**src/rtl/usb_pkg.sv**
```systemverilog
`default_nettype none
// ============================================================================
// Module : usb_pkg
// Brief  : Shared types and constants for the USB transmit packet sequencer.
// Rev    : 1.0  initial release
// ============================================================================
package usb_pkg;

  // Packet flavour; selects body length and CRC width.
  typedef enum logic [1:0] {
    HSHAKE = 2'd0,   // PID only, no CRC
    TOKEN  = 2'd1,   // 11-bit body, CRC5
    DATA   = 2'd2    // byte payload, CRC16
  } pkt_kind_t;

  localparam logic [3:0] PID_OUT   = 4'b0001;
  localparam logic [3:0] PID_ACK   = 4'b0010;
  localparam logic [3:0] PID_DATA0 = 4'b0011;

  // SYNC as a shift image: bit 0 leaves first, so the line sees 0000_0001.
  localparam logic [7:0] SYNC_PAT = 8'h80;

  localparam int CRC5_LEN  = 5;
  localparam int CRC16_LEN = 16;
  localparam int EOP_LEN   = 2;
  localparam int HDR_BITS  = 16;   // SYNC + PID + ~PID
  localparam int TOK_BITS  = 11;

endpackage
`default_nettype wire

```
**src/rtl/usb_pkt_shreg.sv**
```systemverilog
`default_nettype none
// ============================================================================
// Module : usb_pkt_shreg
// Brief  : LSB-first load/shift register with a down-count of valid bits.
// Rev    : 1.0  initial release
// ============================================================================
module usb_pkt_shreg #(
  parameter int WIDTH = 80,
  parameter int CW    = 7
) (
  input  logic             clk,
  input  logic             rst,
  input  logic             i_load,
  input  logic [WIDTH-1:0] i_data,
  input  logic [CW-1:0]    i_nbits,
  input  logic             i_shift,
  input  logic             i_stall,
  output logic             o_bit,
  output logic [CW-1:0]    o_bits_left
);

  logic [WIDTH-1:0] r_sr;
  logic [CW-1:0]    r_left;

  // Load a fresh image, or move one bit out on every non-stalled shift cycle.
  always_ff @(posedge clk) begin
    if (rst) begin
      r_sr   <= '0;
      r_left <= '0;
    end else if (i_load) begin
      r_sr   <= i_data;
      r_left <= i_nbits;
    end else if (i_shift && !i_stall) begin
      r_sr <= {1'b0, r_sr[WIDTH-1:1]};
      if (r_left != '0) begin
        r_left <= r_left - 1'b1;
      end
    end
  end

  assign o_bit       = r_sr[0];
  assign o_bits_left = r_left;

endmodule
`default_nettype wire

```
**src/rtl/usb_pkt_seq.sv**
```systemverilog
`default_nettype none
// ============================================================================
// Module : usb_pkt_seq
// Brief  : Transmit packet sequencer feeding a serial CRC5/CRC16 unit.
//          SYNC -> PID -> BODY -> CRC -> EOP, stall-aware, one packet in flight.
// Rev    : 1.0  initial release
// ============================================================================
module usb_pkt_seq
  import usb_pkg::*;
#(
  parameter int MAX_BYTES = 8,
  parameter int LW        = $clog2(MAX_BYTES + 1)
) (
  input  logic                   clk,
  input  logic                   rst,
  input  logic                   i_pkt_valid,
  output logic                   o_pkt_ready,
  input  pkt_kind_t              i_pkt_kind,
  input  logic [3:0]             i_pid,
  input  logic [10:0]            i_tok_field,
  input  logic [LW-1:0]          i_data_len,
  input  logic [8*MAX_BYTES-1:0] i_data_in,
  input  logic                   i_abort,
  input  logic                   i_stall,
  output logic                   o_crc_inb,
  output logic                   o_crc_recving,
  output logic                   o_crc_start,
  output logic                   o_crc_pkttype,
  output logic                   o_crc_clear,
  output logic                   o_crc_pause_out,
  output logic                   o_eop,
  output logic                   o_done,
  output logic                   o_err
);

  localparam int SR_W = HDR_BITS + 8 * MAX_BYTES;
  localparam int CW   = $clog2(SR_W + 1);

  localparam logic [LW-1:0] c_MAX_LEN = LW'(MAX_BYTES);

  localparam logic [2:0] S_IDLE = 3'd0;
  localparam logic [2:0] S_SYNC = 3'd1;
  localparam logic [2:0] S_PID  = 3'd2;
  localparam logic [2:0] S_BODY = 3'd3;
  localparam logic [2:0] S_CRC  = 3'd4;
  localparam logic [2:0] S_EOP  = 3'd5;

  logic [2:0] r_state;
  logic [4:0] r_cnt;       // bits/cycles left in the current phase, minus one
  logic       r_pkttype;   // 1 = CRC16 packet
  logic       r_hshake;    // no body and no CRC phase
  logic       r_err;
  logic       r_clear;

  logic                   w_accept;
  logic                   w_reject;
  logic [CW-1:0]          w_body_bits;
  logic [8*MAX_BYTES-1:0] w_body;
  logic [SR_W-1:0]        w_img;
  logic                   w_in_hdr;
  logic                   w_in_ser;
  logic                   w_sr_bit;
  logic [CW-1:0]          w_bits_left;

  assign w_accept = i_pkt_valid && (r_state == S_IDLE);
  assign w_in_hdr = (r_state == S_SYNC) || (r_state == S_PID);
  assign w_in_ser = w_in_hdr || (r_state == S_BODY);

  // Decode the descriptor: body image, body length and validity.
  always_comb begin
    w_reject    = 1'b0;
    w_body      = '0;
    w_body_bits = '0;
    case (i_pkt_kind)
      HSHAKE: begin
        w_body      = '0;
        w_body_bits = '0;
      end
      TOKEN: begin
        w_body      = {{(8*MAX_BYTES-TOK_BITS){1'b0}}, i_tok_field};
        w_body_bits = CW'(TOK_BITS);
      end
      DATA: begin
        // Bytes beyond data_len are loaded but never reach the line.
        w_body      = i_data_in;
        w_body_bits = CW'(i_data_len) << 3;
        w_reject    = (i_data_len == '0) || (i_data_len > c_MAX_LEN);
      end
      default: begin
        w_reject = 1'b1;
      end
    endcase
  end

  assign w_img = {w_body, ~i_pid, i_pid, SYNC_PAT};

  usb_pkt_shreg #(
    .WIDTH (SR_W),
    .CW    (CW)
  ) u_shreg (
    .clk         (clk),
    .rst         (rst),
    .i_load      (w_accept && !w_reject),
    .i_data      (w_img),
    .i_nbits     (CW'(HDR_BITS) + w_body_bits),
    .i_shift     (w_in_ser),
    .i_stall     (i_stall),
    .o_bit       (w_sr_bit),
    .o_bits_left (w_bits_left)
  );

  // Phase sequencing; abort beats stall, EOP runs regardless of stall.
  always_ff @(posedge clk) begin
    if (rst) begin
      r_state   <= S_IDLE;
      r_cnt     <= '0;
      r_pkttype <= 1'b0;
      r_hshake  <= 1'b0;
      r_err     <= 1'b0;
      r_clear   <= 1'b0;
    end else begin
      r_err   <= 1'b0;
      r_clear <= 1'b0;
      if ((r_state != S_IDLE) && i_abort) begin
        r_state <= S_IDLE;
        r_cnt   <= '0;
        r_err   <= 1'b1;
        r_clear <= 1'b1;
      end else begin
        case (r_state)
          S_IDLE: begin
            if (w_accept) begin
              if (w_reject) begin
                r_err <= 1'b1;
              end else begin
                r_state   <= S_SYNC;
                r_cnt     <= 5'd7;
                r_pkttype <= (i_pkt_kind == DATA);
                r_hshake  <= (i_pkt_kind == HSHAKE);
              end
            end
          end
          S_SYNC: begin
            if (!i_stall) begin
              if (r_cnt == '0) begin
                r_state <= S_PID;
                r_cnt   <= 5'd7;
              end else begin
                r_cnt <= r_cnt - 1'b1;
              end
            end
          end
          S_PID: begin
            if (!i_stall) begin
              if (r_cnt == '0) begin
                if (r_hshake) begin
                  r_state <= S_EOP;
                  r_cnt   <= 5'(EOP_LEN - 1);
                end else begin
                  r_state <= S_BODY;
                  r_cnt   <= '0;
                end
              end else begin
                r_cnt <= r_cnt - 1'b1;
              end
            end
          end
          S_BODY: begin
            // The shifter's valid-bit count marks the last body bit.
            if (!i_stall && (w_bits_left == CW'(1))) begin
              r_state <= S_CRC;
              r_cnt   <= r_pkttype ? 5'(CRC16_LEN - 1) : 5'(CRC5_LEN - 1);
            end
          end
          S_CRC: begin
            if (!i_stall) begin
              if (r_cnt == '0) begin
                r_state <= S_EOP;
                r_cnt   <= 5'(EOP_LEN - 1);
              end else begin
                r_cnt <= r_cnt - 1'b1;
              end
            end
          end
          S_EOP: begin
            if (r_cnt == '0) begin
              r_state <= S_IDLE;
            end else begin
              r_cnt <= r_cnt - 1'b1;
            end
          end
          default: begin
            r_state <= S_IDLE;
            r_cnt   <= '0;
          end
        endcase
      end
    end
  end

  assign o_pkt_ready     = (r_state == S_IDLE);
  assign o_crc_inb       = w_sr_bit && w_in_ser;
  assign o_crc_recving   = w_in_ser;
  assign o_crc_start     = w_in_hdr;
  assign o_crc_pkttype   = r_pkttype && (r_state != S_IDLE);
  assign o_crc_clear     = r_clear;
  assign o_crc_pause_out = i_stall;
  assign o_eop           = (r_state == S_EOP);
  assign o_done          = (r_state == S_EOP) && (r_cnt == '0);
  assign o_err           = r_err;

endmodule
`default_nettype wire

```
**config.mk**
```make
export PLATFORM = sky130hd
export DESIGN_NAME = usb_pkt_seq
export DESIGN_NICKNAME = d
export VERILOG_FILES = /design/src/rtl/usb_pkg.sv /design/src/rtl/usb_pkt_shreg.sv /design/src/rtl/usb_pkt_seq.sv
export SDC_FILE = /design/constraint.sdc
export NUM_CORES = 1
export LEC_CHECK = 0
export BUFFER_PORTS_ARGS = -buffer_cell sky130_fd_sc_hd__buf_2
export CAP_MARGIN = 5
export CORE_MARGIN = 2
export CORE_UTILIZATION = 60
export CTS_BUF_LIST = sky130_fd_sc_hd__clkbuf_16
export CTS_CLUSTER_DIAMETER = 50
export CTS_CLUSTER_SIZE = 40
export DETAILED_ROUTE_END_ITERATION = 16
export PLACE_DENSITY = 0.82
export SYNTH_ARGS = -nofsm -noshare
export SYNTH_HDL_FRONTEND = slang
export SYNTH_SLANG_ARGS = --single-unit
```
**constraint.sdc**
```tcl
create_clock -name clk -period 6.4 [get_ports clk]
set_input_delay 1.28 -clock clk [delete_from_list [all_inputs] [get_ports clk]]
set_output_delay 1.28 -clock clk [all_outputs]
set_load 0.01 [all_outputs]
```
==> results of run 1 <==
where the power goes:
part / internal, mW / leakage (nW) / switching, mW / total, mW
combinational: 0.241 / 1.28 / 0.378 / 0.618
clock: 0.341 / 0.150 / 0.234 / 0.575
sequential: 0.676 / 0.803 / 0.0642 / 0.740
kinds of logic after synthesis:
logic type      synth area share (%)
simple gates                    21.1
compound gates                  19.3
mux                             11.2
xor+xnor                       0.862
fa+ha+maj                       1.97
buf+inv                         6.50
flops                           39.0
stage by stage:
stage,util (%),worst slack [ns],cell area [um^2],total power [mW]
final,70.4,2.36,5790,1.93
after global routing,70.4,1.97,5790,2.04
after CTS,70.4,2.41,5790,1.93
after detailed placement,66.6,2.06,5470,1.36
after global placement,66.6,2.19,5470,1.34
after floorplan,-,3.48,5080,1.24
critical path: cells and delay by family:
kind                       cells  cell delay, ns
and+or+nand+nor                4            1.85
buffers and inverters          3            0.66
AOI/OAI and AO/OA              1            0.24
adders and majority gates      1            0.16
final cells by class:
type	instances	area, um^2
timing repair buffer	103	526
clock inverter	6	88.8
sequential	99	1980
clock buffer	9	225
fill	633	2430
tap	105	131
multi-input combinational	433	2780
inverter	15	56.3
placed cells by master, fill, tap and decap left out, types with 3 or more instances in the layout:
cell       Yosys  routed
nand2_1      102     102
inv_1         15      15
buf_4          6       4
and2_1         4       4
o21ai_0       28      28
xnor2_1        3       3
nand3_2       10      10
o22ai_1        3       3
mux2i_1       22      22
nand4_1        3       3
a211oi_1       9       9
dfxtp_1       99      99
nor4_1         4       4
o21bai_1       4       4
nand2b_1       3       3
a21oi_1       42      42
nor2_1        34      34
nand3_1       29      29
a31oi_1        5       5
mux2_2        31      31
ha_1           8       7
clkbuf_16      0       9
buf_2         14      99
or3_1          4       4
a21oi_2       11      11
and3_1         8       8
a222oi_1      11      11
nor3_1        10      10
a22o_1        12      12
a311oi_1       5       5
flip-flops by register name, summed over array words and instances, names as in the netlist:
signal,flops
u_shreg.r_sr,80
u_shreg.o_bits_left,7
r_cnt,5
r_state,3
o_crc_clear,1
o_err,1
r_hshake,1
r_pkttype,1
layer usage:
metal	wire [um]	share of wire (%)	track usage [%]	up-vias
met5	0	0	0	-
met4	223	1.9	8.21	0
met3	835	7.1	6.81	18
met2	5760	49	42.4	173
met1	5000	42	33.9	2138
li1	-	-	-	2259
synthesized netlist by cell type (9+ instances only):
library cell	number	area, um^2
a222oi_1	11	110
buf_2	14	70.1
inv_1	15	56.3
dfxtp_1	99	1980
a21oi_2	11	96.3
nor3_1	10	50.1
nand3_2	10	100
nand2_1	102	383
a22o_1	12	105
clkbuf_1	24	90.1
a21oi_1	42	210
mux2i_1	22	220
o21ai_0	28	140
nand3_1	29	145
mux2_2	31	349
a211oi_1	9	67.6
nor2_1	34	128
worst max-delay path by stage:
stage / end / slack, ns / cells after the start
floorplan: u_shreg.o_bits_left[3] / 3.48 / 10
global placement: u_shreg.r_sr[54] / 2.19 / 9
detailed placement: u_shreg.r_sr[60] / 2.06 / 9
CTS: u_shreg.r_sr[60] / 2.41 / 9
global route: u_shreg.r_sr[60] / 1.97 / 9
finish: u_shreg.r_sr[60] / 2.36 / 9
==> summary.md, run 1 <==
| Metric | Value |
|---|---|
| Measured slew at the worst slew-check pin | 1.16 ns |
| Worst Path Class, Setup | input port to flip-flop |
| RSZ-0062 raised after global routing | no |
| #FFs+latches synth | 99 |
| Yosys warning total | 0 |
| Slowest stage delay, CP | about 0.94 ns |
| Crit path cell chain | buf_2 > inv_1 > ha_2 > buf_4 > nor3_1 > nor3_4 > nand2_2 > nand2b_1 > o21ai_0 |
| Die area | 0.00922 mm^2 |
| Final TNS setup | 0 ns |
| Power Dens Cells | 334 mW/mm^2 |
| CP Capture Type | flip-flop |
| Root buf cell | clkbuf_16 |
| Initial DRC Count | 363 |
| Initial core utilization | 61.8% |
| CTS tree | yes |
| Slew headroom | a little under a quarter |
| Die Span X | 96.0 um |
| Worst setup startpoint | i_pkt_kind[0] |
| Max Cap Viol | 0 |
| Post-CTS Setup Bufs | 0 |
| Clock Path Buffers | 2 |
| Outcome | completed |
| Worst-Skew Late Latency | 0.34 ns |
| Fin cells | 770 |
| GRT Total Usage | 26.1% |
| Clk slew on worst S/H paths | 0.07 ns |
| Fmax achieved | around 250 MHz |
| Number of global-route vias before repair | approximately 4200 |
| Crit path max fanout | 52 |
| Endpoints failing setup | 0 |
| Inserted Clock Buffers | 9 |
| Critical Path Source Type | input port |
| Post-Synthesis Net Count | 694 |
| GRT Residual Overflow | 0 |
| Synth cell types | 57 |
| Rows | 33 |
| Beginning of the worst register-to-register path | r_state[0] |
| # diodes | 0 |
| Clock Skew | 0.00935 ns |
| Slowest CP cell | nand2b_1 |
| Die Span Y | 96.0 um |
| Dpl cells | 755 |
| WP data required | 6.58 ns |
| Share of synthesized flip-flops with an asynchronous set or reset | 0% |
| GP Congestion | between 0.9 and 1 |
| FF-to-FF End | u_shreg.r_sr[60] |
| Clock sink count | 99 |
| Post-DP HPWL | 8020 um |
| Avg Cell Area, Syn | 8.53 um^2 |
| Post-cts resize count | 0 |
| Final ANT Viol Nets | 0 |
| Tmin final | 4.04 ns |
| Register area share after synthesis | 39.0% |
| WL final | 11800 um |
| Flop2flop setup slack | 3.00 ns |
| DR vias | 4588 |
| WL/cell | 15.3 um |
| HP Start | u_shreg.r_sr[3] |
| Share of layout cells above drive strength 1 | a little over a quarter |
| CTS H-tree lvls | 3 |
| Post-synth EDFFs | 0 |
| Peak supply drop | 0.000182 V |
| Fin nets | 759 |
| P_leak | 2.23 nW |
| Area delta synth->final | 13.9% |
| Top Ports | 100 |
| Hold crit path type | flip-flop to flip-flop |
| Worst reg-to-reg path cell count | 5 |
| Port buffer count | 99 |
| Total iterations of the first detailed-routing run | 6 |
| Hold path depth | 2 |
| Hold EP | u_shreg.r_sr[2] |
| CORE AREA | a little over 0.008 mm^2 |
| Vias per cell | 5.96 |
| Largest net degree at the start of global routing | 53 |
| Post-CTS Hold Buffers | 0 |
| Hold Violations, Final | 0 |
| CP Data Arrival Time | 4.21 ns |
| Initial antenna violation count | 0 |
| Dominant synthesized flop cell | dfxtp_1 |
| Netlist Area Pre-Place | 0.00508 mm^2 |
| Tcrit/Tclk final | 63.1% |
| First-pass GRT wire length | 19100 um |
| Post-synthesis cell count | roughly 600 |
| Hold WS | 0.449 ns |
| Pins over their slew limit | 0 |
| Drt drc | 0 |
(Power assumes the default switching activity.)
==> inputs of run 2 (changes only) <==
- CORE_UTILIZATION: 60 -> 50
- PLACE_DENSITY: 0.82 -> 0.72
- clock period: 6.4 -> 3.25 ns (I/O delays scaled with it)
==> summary.md, run 2 (synthesized netlist as in run 1, its figures left out) <==
| Metric | Value |
|---|---|
| Outcome | completed |
| Worst reg-to-reg path cell count | 6 (+1) |
| Hold WS | 0.456 ns (+0.00667 ns) |
| Root buf cell | clkbuf_16 |
| First-pass GRT wire length | 20200 um (+5.9%) |
| Clock sink count | 99 (unchanged) |
| CP most frequent cell | nand2_1 |
| Total iterations of the first detailed-routing run | 8 (+2) |
| Critical Path Source Type | flip-flop |
| Post-DP HPWL | 8460 um (+5.4%) |
| GRT Total Usage | 22.4% (-3.7 points) |
| Slowest stage delay, CP | 0.62 ns (-0.32 ns) |
| Hold Violations, Final | 0 (unchanged) |
| Family with the most delay on the worst path | flip-flops |
| # diodes | 0 (unchanged) |
| WP data required | 2.60 ns (-3.98 ns) |
| Post-CTS Hold Buffers | 0 (unchanged) |
| Worst Path Class, Setup | flip-flop to output port |
| CP Data Arrival Time | 1.90 ns (-2.31 ns) |
| CORE AREA | 0.00982 mm^2 (+20%) |
| Fin nets | 773 (+1.8%) |
| Placed Area | 0.00561 mm^2 (+2.6%) |
| Pins over their slew limit | 0 (unchanged) |
| Die area | 0.0110 mm^2 (+19%) |
| GRT Residual Overflow | 0 (unchanged) |
| Pre-CTS setup slack | 0.526 ns (-1.54 ns) |
| Post-CTS Setup Bufs | 0 (unchanged) |
| Max Cap Viol | 0 (unchanged) |
| Fill cell count | 921 (+45%) |
| Most frequent cells in the layout | nand2_1, buf_2, dfxtp_1 |
| WL final | 12300 um (+3.8%) |
| Power Dens Cells | 649 mW/mm^2 (+94%) |
| Largest Register | u_shreg.r_sr |
| Worst-Skew Late Latency | 0.34 ns (about the same) |
| Fmax achieved | 392 MHz |
| Reg area | 0.00198 mm^2 (unchanged) |
| Post-cts resize count | 0 (unchanged) |
| Clk slew on worst S/H paths | 0.07 ns (about the same) |
| Tcrit/Tclk final | 78.5% |
| Endpoints failing setup | 0 (unchanged) |
| CTS H-tree lvls | 3 (unchanged) |
| Top Ports | 100 (unchanged) |
| CTS tree | yes |
| DR vias | 4631 (+0.94%) |
| Largest register FFs | 80 (unchanged) |
| Switch share | 34.5% (-0.43 points) |
| Number of global-route vias before repair | 4453 (+5.7%) |
| GP Congestion | 0.874 (-3.3%) |
| Die Span X | 105 um (+9.1%) |
| Uppermost layer routed | met4 |
| Sequential share of power | 37.6% (-0.7 points) |
| Vias per cell | 5.70 (-4.3%) |
| Clock network fraction of total power | 28.6% (-1.1 points) |
| Rows | 36 (+9.1%) |
| Initial antenna violation count | 0 (unchanged) |
| Multi-input gate area | 0.00278 mm^2 (about the same) |
| Internal power | 2.52 mW (+100%) |
| Inserted Clock Buffers | 9 (unchanged) |
| Tmin final | 2.55 ns |
| Post-route cell area | 0.00592 mm^2 (+2.3%) |
| Hold path depth | 2 (unchanged) |
| Drt drc | 0 (unchanged) |
| CP Capture Type | output port |
| Slowest CP cell | dfxtp_1 |
| Initial core utilization | 51.7% (-10 points) |
| Measured slew at the worst slew-check pin | 0.793 ns (-0.366 ns) |
| Combinational share of power | 33.8% (+1.8 points) |
| Crit path cell chain | buf_4 > nand2_1 > nor2_1 > nand2_1 > inv_1 > buf_2 |
| Final TNS setup | 0 ns (unchanged) |
| Crit path max fanout | 15 (-71%) |
| Final ANT Viol Nets | 0 (unchanged) |
| WL met3 | 821 um (-1.7%) |
| Routed met2 length | 5890 um (+2.3%) |
| WL met1 | 5300 um (+6.1%) |
| Share of layout cells above drive strength 1 | 28.1% (+1.7 points) |
| Largest net degree at the start of global routing | 37 (-30%) |
| Area delta synth->final | 16.5% |
| WL/cell | 15.1 um (-1.6%) |
| Peak supply drop | 0.000370 V (+100%) |
| Port buffer count | 99 (unchanged) |
| Clock Path Buffers | 2 (unchanged) |
| WP buf/inv | 3 (unchanged) |
| NetSw | 1.33 mW (+96%) |
| Commonest non-fill, non-tap cell in the layout | nand2_1 |
| Slew headroom | 47.1% (+25 points) |
| P_leak | 2.30 nW (+3.2%) |
| Initial DRC Count | 317 (-13%) |
| Hold crit path type | flip-flop to flip-flop |
| Fin worst setup slack | 0.698 ns (-1.67 ns) |
| Clock Skew | 0.00773 ns (-0.00162 ns) |
| Crit. path cell count | 6 (-3) |
| Die Span Y | 105 um (+9.1%) |
| RSZ-0062 raised after global routing | no |
-- run 2: changes by cell type in the layout (fill, tap and decap cells not counted), sizes merged --
cell,before,now
buf,103,117
clkinv,2,3
inv,16,15
-- run 2: final timing paths --
path,startpoint,slack [ns],to
worst max-delay path,r_state[0],0.70,o_done
worst min-delay path,u_shreg.r_sr[3],0.46,u_shreg.r_sr[2]
worst max register to register,r_state[0],0.80,u_shreg.r_sr[71]
worst min register to register,u_shreg.r_sr[3],0.46,u_shreg.r_sr[2]
-- run 2: layer usage --
layer | vias to the layer above | global-route usage (%)
met5 | - | 0
met2 | 159 | 36.7
met4 | 0 | 8.95
met1 | 2171 | 28.0
met3 | 21 | 5.74
li1 | 2280 | -
-- run 2: worst register-to-register path: cells and delay by family, from the launching register on --
kind                   cells  cell delay (ns)
AND/OR/NAND/NOR            4             1.44
flip-flops                 1             0.46
buffers and inverters      1             0.28
AO/OA/AOI/OAI              1             0.14
-- run 2: through the flow --
| step | total power [mW] | util, % | cells |
|---|---|---|---|
| 2_1_floorplan | 2.44 | - | 596 |
| 3_3_place_gp | 2.72 | 57.2 | 797 |
| 3_5_place_dp | 2.75 | 57.2 | 797 |
| 4_1_cts | 3.87 | 60.3 | 812 |
| 5_1_grt | 4.08 | 60.3 | 812 |
| 6_report | 3.84 | 60.3 | 812 |
-- run 2: layout make-up --
cell class	instances	area share [%]
clock buffers	9	3.80
clock inverters	6	1.37
repair buffers	117	10.7
flip-flops and latches	99	33.5
well taps	133	2.81
multi-input cells	433	46.9
inverters	15	0.951
-- run 2: power by group through the flow --
stage / Combinational [mW] / Clock (mW) / Sequential [mW]
after floorplan: 1.02 / 0 / 1.42
after global placement: 1.26 / 0 / 1.46
after detailed placement: 1.28 / 0 / 1.47
after CTS: 1.30 / 1.13 / 1.44
after global routing: 1.44 / 1.17 / 1.46
final: 1.30 / 1.10 / 1.44
==> inputs of run 3 (changes only) <==
- CORE_UTILIZATION: 50 -> 55
- PLACE_DENSITY: 0.72 -> 0.76
- clock period: 3.25 -> 2.4 ns (I/O delays scaled with it)
==> summary.md, run 3 (synthesized netlist as in run 1, its figures left out) <==
| Metric | Value |
|---|---|
| Placed Area | 0.00565 mm^2 (+0.62%) |
| Final TNS setup | 0 ns (unchanged) |
| Clk slew on worst S/H paths | 0.07 ns (about the same) |
| WL/cell | 15.0 um (-0.86%) |
| WL met3 | 581 um (-29%) |
| DR vias | 4565 (-1.4%) |
| Port buffer count | 99 (unchanged) |
| Commonest non-fill, non-tap cell in the layout | nand2_1 |
| Largest net degree at the start of global routing | 43 (+16%) |
| CTS H-tree lvls | 3 (unchanged) |
| Hold crit path type | input port to flip-flop |
| CP Data Arrival Time | 1.74 ns (-0.16 ns) |
| Hold Violations, Final | 0 (unchanged) |
| GRT Residual Overflow | 0 (unchanged) |
| Root buf cell | clkbuf_16 |
| Drt drc | 0 (unchanged) |
| Power Dens Cells | 883 mW/mm^2 (+36%) |
| Vias per cell | 5.73 (+0.56%) |
| GRT Total Usage | 23.5% (+1.1 points) |
| Total iterations of the first detailed-routing run | 6 (-2) |
| Total power | 5.27 mW (+37%) |
| Fin worst setup slack | 0.176 ns (-0.522 ns) |
| Initial DRC Count | 282 (-11%) |
| Post-cts resize count | 0 (unchanged) |
| Rows | 35 (-2.8%) |
| Share of layout cells above drive strength 1 | 28.9% (+0.78 points) |
| Switch share | 35.9% (+1.4 points) |
| Top Ports | 100 (unchanged) |
| Endpoints failing setup | 0 (unchanged) |
| Crit path max fanout | 5 (-10) |
| WL final | 11900 um (-2.8%) |
| NetSw | 1.89 mW (+43%) |
| Most frequent cells in the layout | nand2_1, buf_2, dfxtp_1 |
| Pins over their slew limit | 0 (unchanged) |
| Number of global-route vias before repair | 3997 (-10%) |
| Initial core utilization | 55.8% (+4.0 points) |
| Die Span X | 100 um (-4.5%) |
| Tcrit/Tclk final | 92.6% |
| Multi-input gate area | 0.00278 mm^2 (unchanged) |
| Critical Path Source Type | flip-flop |
| Flop2flop setup slack | 0.28 ns (-0.52 ns) |
| Tmin final | 2.22 ns |
| Fin cells | 796 (-2.0%) |
| Combinational share of power | 34.6% (+0.8 points) |
| GP Congestion | 0.875 (about the same) |
| HP Start | i_data_in[52] |
| Fin nets | 778 (+0.65%) |
| Largest Register | u_shreg.r_sr |
| Initial antenna violation count | 0 (unchanged) |
| Largest register FFs | 80 (unchanged) |
| Worst Path Class, Setup | flip-flop to output port |
| First-pass GRT wire length | 19100 um (-5.5%) |
| Inserted Clock Buffers | 9 (unchanged) |
| Pre-CTS setup slack | 0.00245 ns (-0.523 ns) |
| Dpl cells | 780 (-2.1%) |
| Uppermost layer routed | met4 |
| RSZ-0062 raised after global routing | no |
| Hold WS | 0.329 ns (-0.127 ns) |
| Slew headroom | 42.2% (-4.9 points) |
| Clock Path Buffers | 2 (unchanged) |
| Post-CTS Setup Bufs | 0 (unchanged) |
| P_leak | 2.34 nW (+1.8%) |
| Clock Skew | 0.0109 ns (+0.00312 ns) |
| CTS tree | yes |
| Fill cell count | 798 (-13%) |
| Worst-Skew Late Latency | 0.35 ns (about the same) |
| Peak supply drop | 0.000420 V (+14%) |
| Final ANT Viol Nets | 0 (unchanged) |
| WP data required | 1.92 ns (-0.68 ns) |
| Post-DP HPWL | 8470 um (+0.12%) |
| Clock network fraction of total power | 28.9% (+0.3 points) |
| Outcome | completed |
| Die area | 0.0100 mm^2 (-8.7%) |
| # diodes | 0 (unchanged) |
| CORE AREA | 0.00911 mm^2 (-7.2%) |
| Clock sink count | 99 (unchanged) |
| Post-route cell area | 0.00596 mm^2 (+0.74%) |
| Reg area | 0.00198 mm^2 (unchanged) |
| Die Span Y | 100 um (-4.5%) |
| Beginning of the worst register-to-register path | r_cnt[0] |
| Routed met2 length | 5510 um (-6.5%) |
| Internal power | 3.38 mW (+34%) |
| WL met1 | 5640 um (+6.5%) |
| Fmax achieved | 450 MHz |
| Final cell utilization of the core | 65.5% (+5.2 points) |
| Area delta synth->final | 17.4% |
| CP Capture Type | output port |
| Post-CTS Hold Buffers | 0 (unchanged) |
| Worst setup startpoint | r_cnt[0] |
| Max Cap Viol | 0 (unchanged) |
| Sequential share of power | 36.6% (-1.0 points) |
| Measured slew at the worst slew-check pin | 0.867 ns (+0.0738 ns) |
run 3: cell types whose count changed in the layout (fill, tap and decap cells not counted):
cell and change:
buf_12 +2, buf_4 +3, clkinvlp_4 -1, clkinv_2 -2, inv_6 +1, clkinv_1 -1, clkinv_4 +2, inv_8 +3
bufinv_16 -1
run 3: metal layers:
metal | GRT usage, % | up-vias
li1 | - | 2303
met1 | 32.8 | 2114
met2 | 37.3 | 133
met3 | 3.62 | 15
met4 | 7.80 | 0
met5 | 0 | -
run 3: power groups by stage:
| stage | Combinational, mW | Clock [mW] | Sequential, mW |
|---|---|---|---|
| 6_report | 1.82 | 1.52 | 1.93 |
| 5_1_grt | 2.02 | 1.61 | 1.94 |
| 4_1_cts | 1.81 | 1.54 | 1.92 |
| 3_5_place_dp | 1.80 | 0 | 1.96 |
| 3_3_place_gp | 1.77 | 0 | 1.96 |
| 2_1_floorplan | 1.38 | 0 | 1.93 |
run 3: cell type report:
| cell class | instances | area share (%) |
|---|---|---|
| multi-input combinational | 433 | 46.6 |
| timing repair buffer | 122 | 11.6 |
| tap | 111 | 2.33 |
| sequential | 99 | 33.2 |
| clock buffer | 9 | 3.78 |
| inverter | 15 | 0.944 |
| clock inverter | 7 | 1.51 |
run 3: worst max-delay path, cell delays in order (launching register included):
cell,delay (ns)
dfxtp_1,0.37
inv_1,0.10
ha_1,0.22
nor4b_2,0.27
nand2_1,0.20
inv_1,0.11
buf_2,0.13
run 3: final timing paths:
path | cells past startpoint | to
max | 6 | o_done
min | 3 | u_shreg.r_sr[68]
max reg2reg | 7 | r_cnt[3]
min reg2reg | 2 | u_shreg.r_sr[0]
